## src/rtl/axi_slave_packer_pkg.sv

```systemverilog
// Shared AXI response/burst codes, read-path FSM states and int8 saturation helper.
package axi_slave_packer_pkg;

  localparam logic [1:0] AXI_RESP_OKAY   = 2'b00;
  localparam logic [1:0] AXI_RESP_SLVERR = 2'b10;
  localparam logic [1:0] AXI_BURST_INCR  = 2'b01;

  typedef enum logic [1:0] {
    ST_IDLE,
    ST_RD_REQ,
    ST_RD_WAIT,
    ST_R_DATA
  } rd_state_t;

  // Clamp a signed 32-bit element into the signed 8-bit range.
  function automatic logic [7:0] sat8(input logic signed [31:0] x);
    if (x > 32'sd127) begin
      return 8'h7F;
    end else if (x < -32'sd128) begin
      return 8'h80;
    end else begin
      return x[7:0];
    end
  endfunction

endpackage

```

## src/rtl/axi_slave_packer_if.sv

```systemverilog
// AXI4 read address / read data channels between the interconnect and the packer.
interface axi_slave_packer_if #(
  parameter int AXI_DATA_WIDTH = 64
);

  logic [31:0]               araddr;
  logic [7:0]                arlen;
  logic [2:0]                arsize;
  logic [1:0]                arburst;
  logic                      arvalid;
  logic                      arready;
  logic [AXI_DATA_WIDTH-1:0] rdata;
  logic [1:0]                rresp;
  logic                      rlast;
  logic                      rvalid;
  logic                      rready;

  modport master (
    output araddr, arlen, arsize, arburst, arvalid, rready,
    input  arready, rdata, rresp, rlast, rvalid
  );

  modport slave (
    input  araddr, arlen, arsize, arburst, arvalid, rready,
    output arready, rdata, rresp, rlast, rvalid
  );

endinterface

```

## src/rtl/axi_slave_packer_int8_saturator.sv

```systemverilog
// One int8 output lane: saturates a signed 32-bit buffer element to signed 8 bit.
module axi_slave_packer_int8_saturator
  import axi_slave_packer_pkg::*;
(
  input  logic signed [31:0] din,
  output logic        [7:0]  dout
);

  assign dout = sat8(din);

endmodule

```

## src/rtl/axi_slave_packer.sv

```systemverilog
// AXI4 read-channel packer for the Output Buffer: fetches one SRAM row per
// RD_REQ, slices it into R beats (int32 passthrough or int8 saturated) and
// walks consecutive rows until the burst length is exhausted.
module axi_slave_packer
  import axi_slave_packer_pkg::*;
#(
  parameter int AXI_DATA_WIDTH  = 64,
  parameter int SRAM_DATA_WIDTH = 32,
  parameter int ARRAY_WIDTH     = 16,
  parameter int ADDR_WIDTH      = 10
) (
  input  logic                                       clk,
  input  logic                                       rst,
  input  logic                                       cfg_data_type_is_int32,
  axi_slave_packer_if.slave                          axi,
  output logic [ADDR_WIDTH-1:0]                      host_rd_addr,
  output logic                                       host_rd_en,
  input  logic [ARRAY_WIDTH-1:0][SRAM_DATA_WIDTH-1:0] host_rd_data
);

  localparam int N32    = AXI_DATA_WIDTH / SRAM_DATA_WIDTH;
  localparam int N8     = AXI_DATA_WIDTH / 8;
  localparam int BPR32  = ARRAY_WIDTH * SRAM_DATA_WIDTH / AXI_DATA_WIDTH;
  localparam int BPR8   = ARRAY_WIDTH * 8 / AXI_DATA_WIDTH;
  localparam int ELEM_W = $clog2(ARRAY_WIDTH);

  if (!(AXI_DATA_WIDTH == 32 || AXI_DATA_WIDTH == 64 || AXI_DATA_WIDTH == 128)) begin : g_bad_axi_width
    $error("axi_slave_packer: AXI_DATA_WIDTH must be 32, 64 or 128");
  end
  if (SRAM_DATA_WIDTH != 32) begin : g_bad_sram_width
    $error("axi_slave_packer: SRAM_DATA_WIDTH must be 32");
  end

  rd_state_t                  state, state_nxt;
  logic [ADDR_WIDTH-1:0]      row, row_nxt;
  logic [7:0]                 len;
  logic [7:0]                 beat_cnt;
  logic [7:0]                 beat_in_row;
  logic [7:0]                 bpr_last;
  logic                       mode_i32;
  logic                       err;
  logic                       last;
  logic                       row_end;
  logic                       hs_r;
  logic [SRAM_DATA_WIDTH-1:0] row_buf [ARRAY_WIDTH];
  logic [AXI_DATA_WIDTH-1:0]  rdata32;
  logic [AXI_DATA_WIDTH-1:0]  rdata8;
  logic                       unused_ok;

  // Burst size and sub-word address bits carry no information for this slave.
  assign unused_ok = ^{axi.arsize, axi.araddr[31:ADDR_WIDTH+6], axi.araddr[5:0]};

  assign bpr_last = mode_i32 ? 8'(BPR32 - 1) : 8'(BPR8 - 1);
  assign last     = (beat_cnt == len);
  assign row_end  = (beat_in_row == bpr_last);
  assign hs_r     = (state == ST_R_DATA) && axi.rready;

  // Next-state, next-row and AXI handshake outputs.
  always_comb begin
    state_nxt   = state;
    row_nxt     = row;
    axi.arready = 1'b0;
    axi.rvalid  = 1'b0;
    axi.rlast   = 1'b0;
    axi.rresp   = AXI_RESP_OKAY;
    unique case (state)
      ST_IDLE: begin
        axi.arready = 1'b1;
        if (axi.arvalid) begin
          state_nxt = ST_RD_REQ;
          row_nxt   = axi.araddr[ADDR_WIDTH+5:6];
        end
      end
      ST_RD_REQ:  state_nxt = ST_RD_WAIT;
      ST_RD_WAIT: state_nxt = ST_R_DATA;
      ST_R_DATA: begin
        axi.rvalid = 1'b1;
        axi.rlast  = last;
        axi.rresp  = err ? AXI_RESP_SLVERR : AXI_RESP_OKAY;
        if (axi.rready) begin
          if (last) begin
            state_nxt = ST_IDLE;
          end else if (row_end) begin
            // Row address wraps naturally at 2^ADDR_WIDTH.
            state_nxt = ST_RD_REQ;
            row_nxt   = row + ADDR_WIDTH'(1);
          end
        end
      end
      default: state_nxt = ST_IDLE;
    endcase
  end

  // Control state: FSM, burst bookkeeping and the registered SRAM request.
  always_ff @(posedge clk) begin
    if (rst) begin
      state        <= ST_IDLE;
      row          <= '0;
      len          <= '0;
      beat_cnt     <= '0;
      beat_in_row  <= '0;
      mode_i32     <= 1'b0;
      err          <= 1'b0;
      host_rd_en   <= 1'b0;
      host_rd_addr <= '0;
    end else begin
      state      <= state_nxt;
      row        <= row_nxt;
      host_rd_en <= (state_nxt == ST_RD_REQ);
      if (state_nxt == ST_RD_REQ) begin
        host_rd_addr <= row_nxt;
      end
      if (state == ST_IDLE && axi.arvalid) begin
        len         <= axi.arlen;
        mode_i32    <= cfg_data_type_is_int32;
        err         <= (axi.arburst != AXI_BURST_INCR);
        beat_cnt    <= '0;
        beat_in_row <= '0;
      end
      if (hs_r) begin
        beat_cnt    <= beat_cnt + 8'd1;
        beat_in_row <= row_end ? 8'd0 : beat_in_row + 8'd1;
      end
    end
  end

  // Row buffer: captures SRAM data the cycle after the read strobe.
  always_ff @(posedge clk) begin
    if (rst) begin
      for (int i = 0; i < ARRAY_WIDTH; i++) begin
        row_buf[i] <= '0;
      end
    end else if (state == ST_RD_WAIT) begin
      for (int i = 0; i < ARRAY_WIDTH; i++) begin
        row_buf[i] <= host_rd_data[i];
      end
    end
  end

  // int32 beat: N32 consecutive elements, lowest element in the lowest lane.
  for (genvar k = 0; k < N32; k++) begin : g_w32
    assign rdata32[k*SRAM_DATA_WIDTH +: SRAM_DATA_WIDTH] =
      row_buf[ELEM_W'(int'(beat_in_row) * N32 + k)];
  end

  // int8 beat: N8 consecutive elements, each saturated into its own byte lane.
  for (genvar j = 0; j < N8; j++) begin : g_lane8
    logic [ELEM_W-1:0] idx;
    assign idx = ELEM_W'(int'(beat_in_row) * N8 + j);
    axi_slave_packer_int8_saturator u_sat (
      .din  (row_buf[idx]),
      .dout (rdata8[j*8 +: 8])
    );
  end

  assign axi.rdata = mode_i32 ? rdata32 : rdata8;

endmodule

```

## src/flat_wrapper.sv

```systemverilog
// flat-port wrapper written by rule: the top's interface ports become plain ports
module axi_slave_packer_flat import axi_slave_packer_pkg::*;
#(
  parameter int AXI_DATA_WIDTH  = 64,
  parameter int SRAM_DATA_WIDTH = 32,
  parameter int ARRAY_WIDTH     = 16,
  parameter int ADDR_WIDTH      = 10
)
  (clk, rst, cfg_data_type_is_int32, host_rd_addr, host_rd_en, host_rd_data, axi_araddr, axi_arlen, axi_arsize, axi_arburst, axi_arvalid, axi_rready, axi_arready, axi_rdata, axi_rresp, axi_rlast, axi_rvalid);
  axi_slave_packer_if #(.AXI_DATA_WIDTH(AXI_DATA_WIDTH)) axi_i ();
  input  logic clk;
  input  logic rst;
  input  logic cfg_data_type_is_int32;
  output logic [ADDR_WIDTH-1:0] host_rd_addr;
  output logic host_rd_en;
  input  logic [ARRAY_WIDTH-1:0][SRAM_DATA_WIDTH-1:0] host_rd_data;
  input wire logic [$bits(axi_i.araddr)-1:0] axi_araddr;
  input wire logic [$bits(axi_i.arlen)-1:0] axi_arlen;
  input wire logic [$bits(axi_i.arsize)-1:0] axi_arsize;
  input wire logic [$bits(axi_i.arburst)-1:0] axi_arburst;
  input wire logic [$bits(axi_i.arvalid)-1:0] axi_arvalid;
  input wire logic [$bits(axi_i.rready)-1:0] axi_rready;
  output wire logic [$bits(axi_i.arready)-1:0] axi_arready;
  output wire logic [$bits(axi_i.rdata)-1:0] axi_rdata;
  output wire logic [$bits(axi_i.rresp)-1:0] axi_rresp;
  output wire logic [$bits(axi_i.rlast)-1:0] axi_rlast;
  output wire logic [$bits(axi_i.rvalid)-1:0] axi_rvalid;
  assign axi_i.araddr = axi_araddr;
  assign axi_i.arlen = axi_arlen;
  assign axi_i.arsize = axi_arsize;
  assign axi_i.arburst = axi_arburst;
  assign axi_i.arvalid = axi_arvalid;
  assign axi_i.rready = axi_rready;
  assign axi_arready = axi_i.arready;
  assign axi_rdata = axi_i.rdata;
  assign axi_rresp = axi_i.rresp;
  assign axi_rlast = axi_i.rlast;
  assign axi_rvalid = axi_i.rvalid;
  axi_slave_packer #(.AXI_DATA_WIDTH(AXI_DATA_WIDTH), .SRAM_DATA_WIDTH(SRAM_DATA_WIDTH), .ARRAY_WIDTH(ARRAY_WIDTH), .ADDR_WIDTH(ADDR_WIDTH)) u_core (.clk(clk), .rst(rst), .cfg_data_type_is_int32(cfg_data_type_is_int32), .axi(axi_i), .host_rd_addr(host_rd_addr), .host_rd_en(host_rd_en), .host_rd_data(host_rd_data));
endmodule
```

## config.mk

```make
export PLATFORM = sky130hd
export DESIGN_NAME = axi_slave_packer_flat
export DESIGN_NICKNAME = d
export VERILOG_FILES = /design/src/rtl/axi_slave_packer_pkg.sv /design/src/rtl/axi_slave_packer_if.sv /design/src/rtl/axi_slave_packer_int8_saturator.sv /design/src/rtl/axi_slave_packer.sv /design/src/flat_wrapper.sv
export SDC_FILE = /design/constraint.sdc
export NUM_CORES = 1
export LEC_CHECK = 0
export ABC_AREA = 1
export BUFFER_PORTS_ARGS = -buffer_cell sky130_fd_sc_hd__clkbuf_2
export CORE_ASPECT_RATIO = 1.75
export CORE_MARGIN = 2
export CORE_UTILIZATION = 51
export CTS_CLUSTER_SIZE = 25
export DETAILED_ROUTE_END_ITERATION = 12
export PLACE_DENSITY = 0.76
export SLEW_MARGIN = 10
export SYNTH_ARGS = -nofsm -noshare
export SYNTH_HDL_FRONTEND = slang
export SYNTH_HIERARCHICAL = 1
export SYNTH_SLANG_ARGS = --single-unit
export TNS_END_PERCENT = 30
```

## constraint.sdc

```tcl
create_clock -name clk -period 15.9 [get_ports clk]
set_input_delay 0.795 -clock clk [delete_from_list [all_inputs] [get_ports clk]]
set_output_delay 0.795 -clock clk [all_outputs]
set_load 0.05 [all_outputs]
```

# ---- Yosys cells after proc, flatten, opt, wreduce, memory -nomap -nowiden
# Memories as Yosys holds them, arrays and structs flattened. A register that Yosys moved wholly into a read port is not among the register bits.
# Index checks and enable logic that the tools add are counted.
dict set report word_totals {
  register_bits 49
  latch_bits 0
  mem_bits_rw 512
  mem_bits_ro 0
  in_bits 562
  output_inout_bits 80
  elab_cells 126
  n_memories 1
}
# name words word_bits rd rd_clocked_by_memory_dff write_ports line_no
set mem_list {}
lappend mem_list {u_core.row_buf 16 32 10 2 16 axi_slave_packer.sv:45} ;# logic [SRAM_DATA_WIDTH-1:0] row_buf [ARRAY_WIDTH];
dict set report op_classes {
  add_sub_neg 11
  multipliers 0
  div_mod_pow 0
  magnitude_cmp 16
  n_eq_ne 7
  shifts 0
  mux 62
  bitwise 16
  reduce_logical 4
}
# op n
set ops {}
lappend ops {{two-way mux 32 bit} 16}
lappend ops {{greater-than comparator 32 x 8 -> 1 bit, second input constant} 8}
lappend ops {{< comparator 32 x 8 -> 1 bit, second input constant} 8}
lappend ops {{two-way mux 8 bit} 20}
lappend ops {{two-way mux 64 bit} 1}
lappend ops {{two-way mux 10 bit} 4}
lappend ops {{case mux 10 bit (2 select lines)} 1}
lappend ops {{adder 4 x 3 -> 4 bit, second input constant} 4}
lappend ops {{adder 8 x 1 -> 8 bit, second input constant} 2}
lappend ops {{two-way mux 4 bit} 4}
lappend ops {{OR 1 bit} 16}
lappend ops {{two-way mux 2 bit} 6}
lappend ops {{adder 10 x 1 -> 10 bit, second input constant} 1}
lappend ops {{adder 4 x 1 -> 4 bit, second input constant} 2}
lappend ops {{adder 4 x 2 -> 4 bit, second input constant} 2}
lappend ops {{equality test 8 x 3 -> 1 bit} 1}
lappend ops {{equality test 8 bit} 1}
lappend ops {{two-way mux 1 bit} 8}
lappend ops {{case mux 2 bit (4 select lines)} 1}
lappend ops {{equality test 2 x 1 -> 1 bit, second input constant} 2}
lappend ops {{equality test 2 bit, second input constant} 2}
lappend ops {{two-way mux 3 bit} 1}
lappend ops {{logical AND 1 bit} 2}
lappend ops {{logical NOT 2 bit} 1}
lappend ops {{other kinds (2)} 2}

# ---- Logic depth before layout (Yosys ltp)
dict set report logic_depth {
  word_depth 7
  mapped_depth 18
  mapped_depth_nobuf 15
}

# ---- Modules after synthesis
# The synthesis kept the hierarchy.
# mod n_inst cells_each area_per_inst_um2 seq_area_each_um2
set by_module_without_submodules {}
lappend by_module_without_submodules {axi_slave_packer 1 3673 29514.6 16415.7}
lappend by_module_without_submodules {axi_slave_packer_int8_saturator 8 56 245.2 0.0}

# ---- Least setup slack after synthesis
# Ideal clock, no wire load.
dict set report synth_path {
  path_type {input to register}
  startpoint {input rst}
  endpoint {memory u_core.row_buf[0][0] (enable)}
  setup_time_ps 667
  arrival_ps 7372
  required_ps 15233
  setup_slack_ps 7861
  cell_stages 3
  n_path_buf 2
  cell_sequence {clkbuf_1 clkbuf_1 or2_2}
}
# element line_no
set synth_rtl {}
lappend synth_rtl {{from (decl)} flat_wrapper.sv:12} ;# input logic rst;
lappend synth_rtl {{to (decl)} axi_slave_packer.sv:45}

# ---- Final worst setup path
dict set report layout_path {
  startpoint {register u_core.beat_in_row[0]}
  endpoint {output axi_rdata[13]}
}
dict set report layout_between {
  elab_chain_len 6
  word_cells_on_any_way 7
  classes_between {add/sub: 1; order compare: 2; mux: 3; memory: 1}
}
# element line_no
set layout_lines {}
lappend layout_lines {{from (decl)} axi_slave_packer.sv:38} ;# logic [7:0] beat_in_row;
lappend layout_lines {{from (signal assigned)} axi_slave_packer.sv:122} ;# beat_in_row <= row_end ? 8'd0 : beat_in_row + 8'd1;
lappend layout_lines {{adder 4 x 1 -> 4 bit *} axi_slave_packer.sv:149} ;# assign idx = ELEM_W'(int'(beat_in_row) * N8 + j);
lappend layout_lines {{memory (16 x 32 bit) *} n/a}
lappend layout_lines {{< comparator 32 x 8 -> 1 bit} axi_slave_packer_pkg.sv:19} ;# end else if (x < -32'sd128) begin
lappend layout_lines {{two-way mux 8 bit} axi_slave_packer_pkg.sv:19}
lappend layout_lines {{two-way mux 8 bit *} axi_slave_packer_pkg.sv:17} ;# if (x > 32'sd127) begin
lappend layout_lines {{via u_core.rdata8[13]} axi_slave_packer.sv:47} ;# logic [AXI_DATA_WIDTH-1:0] rdata8;
lappend layout_lines {{two-way mux 64 bit *} axi_slave_packer.sv:156} ;# assign axi.rdata = mode_i32 ? rdata32 : rdata8;
lappend layout_lines {{to (decl)} flat_wrapper.sv:24} ;# output wire logic [$bits(axi_i.rdata)-1:0] axi_rdata;
# The timed path passes the listed nets; every way through them passes the cells marked *.

==> flow_summary.toml <==
[synth]
synthMuxAreaShare = 0
ys.flop_type = "edfxtp_1"
netlist_instances = 4121
synth_area_um2 = 31500
yosysTopAreaCellShare = 0.488
ys_types = 42
yosysTopAreaCell = "edfxtp_1"
yosys_warnings = 6
synth_fa_ha_area_frac = 0.00239
avgSynthCellArea_um2 = 7.64
ys_ff_latch = 564
synth_edf_count = 512
synth_area_leaders = "edfxtp_1, nand2_1, nor2_1"
yosys.area_share.simple = 0.244
synth_xor_xnor_area_share = 0.00167
synth-seq-area-share = 0.522
synth_nets = 4689
async_flop_share = 0
synth_top_family_by_area = "simple AND/OR/NAND/NOR gates"
synth-compound-area-share = 0.114

[timing]
finalHoldViolCount = 0
tightest_slew_ns = 1.32
drv_slew = 0
fin_setup_tns_ns = 0
setup_viol = 0
fin_crit_sh = 0.398
rsz0062_at_grt = "no"
fin_crit_ns = 6.33
setup_ws_ns = 9.57
relSlewSlack = 0.106
fmax_mhz = 158
clock_skew_ns = 0.0204

[flow_run]
max-cap-violations = 0

[global_route]
grt_overflow = 0
antenna_found_initial = 15
grt_pass1_wl_um = 180000
globalRouteTotalUtil = 0.397
grt_start_max_net_pins = 221
grt_pass1_vias = 28819

[clock_tree]
cts_made_buffers = 53
clk_pin_slew_worst_paths_ns = 0.07
cts_num_sinks = 564
hold_buffers = 0
cts-resized-gates = 0
clk_latency_ns = 0.65
ctsRootBufferMaster = "clkbuf_16"
htree_num_levels = 2
cts_setup_buffers = 0
clk_path_buf_depth = 3
cts_tree = "built"

[setup_path]
critPathSlowestCell = "buf_4"
crit_arrival_ns = 5.54
critPathLaunchType = "flop"
cp_max_fo = 107
crit_type = "flop to output port"
r2r-start = "u_core/state[0]$_SDFF_PP0_"
crit_path_end_kind = "output port"
cp_cell_sequence = "inv_6 -> buf_4 -> buf_4 -> nand2_1 -> o21ai_0 -> nand2_1 -> nor2_1 -> nand2_1 -> nor2_2 -> nand2_2 -> nand2_4 -> nand2_1 -> nand2_1 -> nand2_1 -> o31ai_1 -> clkbuf_2"
crit_path_start = "u_core/beat_in_row[0]$_SDFFE_PP0N_"
path_common_cell = "nand2_1"
crit_path_max_incr_delay_ns = 0.89
required_ns = 15.11

[finish]
multiInputGateArea_um2 = 11400
ff_latch_area_um2 = 16400
area_growth_pct = 16.5
fill_cells = 5706
fin_nets = 5164
final_layout_size_suffix_gt1_frac = 0.166

[floorplanning]
die_h_um = 333
die_w_um = 192
io_pins = 642
dieArea_um2 = 63800
start_util = 0.515
core_area_um2 = 61100
num_rows = 120

[route]
wl_per_cell_um = 23.6
viasPerCell = 5.44
drtIter0Drc = 3052
drtPass1Iterations = 6
vias = 29589
finalWirelength_um = 128000
detail-route-antenna-nets = 0
drcViolationCount = 0

[hold_path]
hold_path_class = "primary input to flop"
hp-start = "axi_arburst[0]"

[power]
leakagePower_uw = 0.0178
power.total_uw = 4790
power_density_nw_per_um2 = 131
vdd_ir_drop_max_mv = 0.0858

[placement]
place.gp.congestion = 1.03
preCtsSetupSlack_ns = 10.39
io_buffers = 615
dp.final_hpwl_um = 96700

[run_status]
status = "finished clean"
[final cells by class]
cell class              count  share of cell area
flip-flops and latches    564               0.448
multi-input cells        2612               0.312
repair buffers            643              0.0909
inverters                 722              0.0741
clock buffers              65              0.0388
well taps                 793              0.0271
clock inverters            33             0.00863
diodes                     10            0.000682
[cell usage after synthesis (all sizes together) (3+ instances only)]
library cell,n
clkinv,3
o21ai,369
xnor2,5
nand3,46
a21boi,4
o22ai,20
o31ai,17
edfxtp,512
o221ai,15
nor4,3
ha,6
a221oi,18
dfxtp,52
nand4,31
inv,719
nand2,1033
clkbuf,157
o21bai,8
nor2,844
o311ai,15
a21oi,135
a41oi,24
buf,66
nor3,9
[worst paths after layout]
| path | to | slack [ns] | cells after the start |
|---|---|---|---|
| min reg2reg | u_core/beat_in_row[7]$_SDFFE_PP0N_ | 0.47 | 2 |
| max reg2reg | u_core/row_buf[11][24]$_SDFFCE_PP0P_ | 12.41 | 5 |
| max | axi_rdata[13] | 9.57 | 16 |
| min | u_core/err$_SDFFE_PP0P_ | 0.34 | 2 |
[registers in the layout (all words and copies together) (netlist names), 2 cells and up, named ones only]
signal,cells
u_core/beat_cnt,8
u_core/len,8
u_core/beat_in_row,8
u_core/host_rd_addr,10
u_core/row,10
u_core/state,2
u_core/row_buf,512
[through the flow]
stage | util | hold WS [ns] | cell area [um2] | cells
3_3_place_gp | 0.571 | 0.457 | 34900 | 5334
4_1_cts | 0.600 | 0.321 | 36600 | 5432
2_1_floorplan | - | 0.444 | 31500 | 4121
6_report | 0.600 | 0.335 | 36700 | 5442
5_1_grt | 0.600 | 0.323 | 36700 | 5442
3_5_place_dp | 0.571 | 0.465 | 34900 | 5334
[cells in the final DEF, fill, tap and decap left out, drive strengths merged, types with 31 or more instances in the layout]
| master | instances |
|---|---|
| dfxtp | 52 |
| nor2 | 844 |
| nand2 | 1033 |
| clkbuf | 679 |
| inv | 720 |
| nand4 | 31 |
| a21oi | 135 |
| nand3 | 46 |
| edfxtp | 512 |
| o21ai | 369 |
[cells by family (layout without fill, tap and decap cells)]
kind of cell | count (synthesis) | in the layout
simple gates | 1972 | 1972
xor+xnor | 6 | 6
other cells | 1 | 11
fa+ha+maj | 6 | 6
compound gates | 627 | 627
buf+inv | 945 | 1463
flops | 564 | 564
[worst max-delay path, delay by kind of cell, from the launching register on]
family                 cells  cell delay [ns]
buffers and inverters      4             2.65
DFF                        1             0.66
AOI/OAI and AO/OA          2             0.39
and+or+nand+nor           10             1.09
[where the power goes]
| group | switching [uW] | total, uW | internal [uW] |
|---|---|---|---|
| clock network | 598 | 1320 | 719 |
| logic | 1060 | 1400 | 342 |
| registers | 156 | 2070 | 1920 |
[routing by layer]
metal	track usage	wire, um	up-vias
li1	-	-	13917
met1	0.411	41000	13542
met2	0.668	62100	1674
met3	0.0681	10400	450
met4	0.380	14700	6
met5	0	43	-
(Power assumes the default switching activity.)
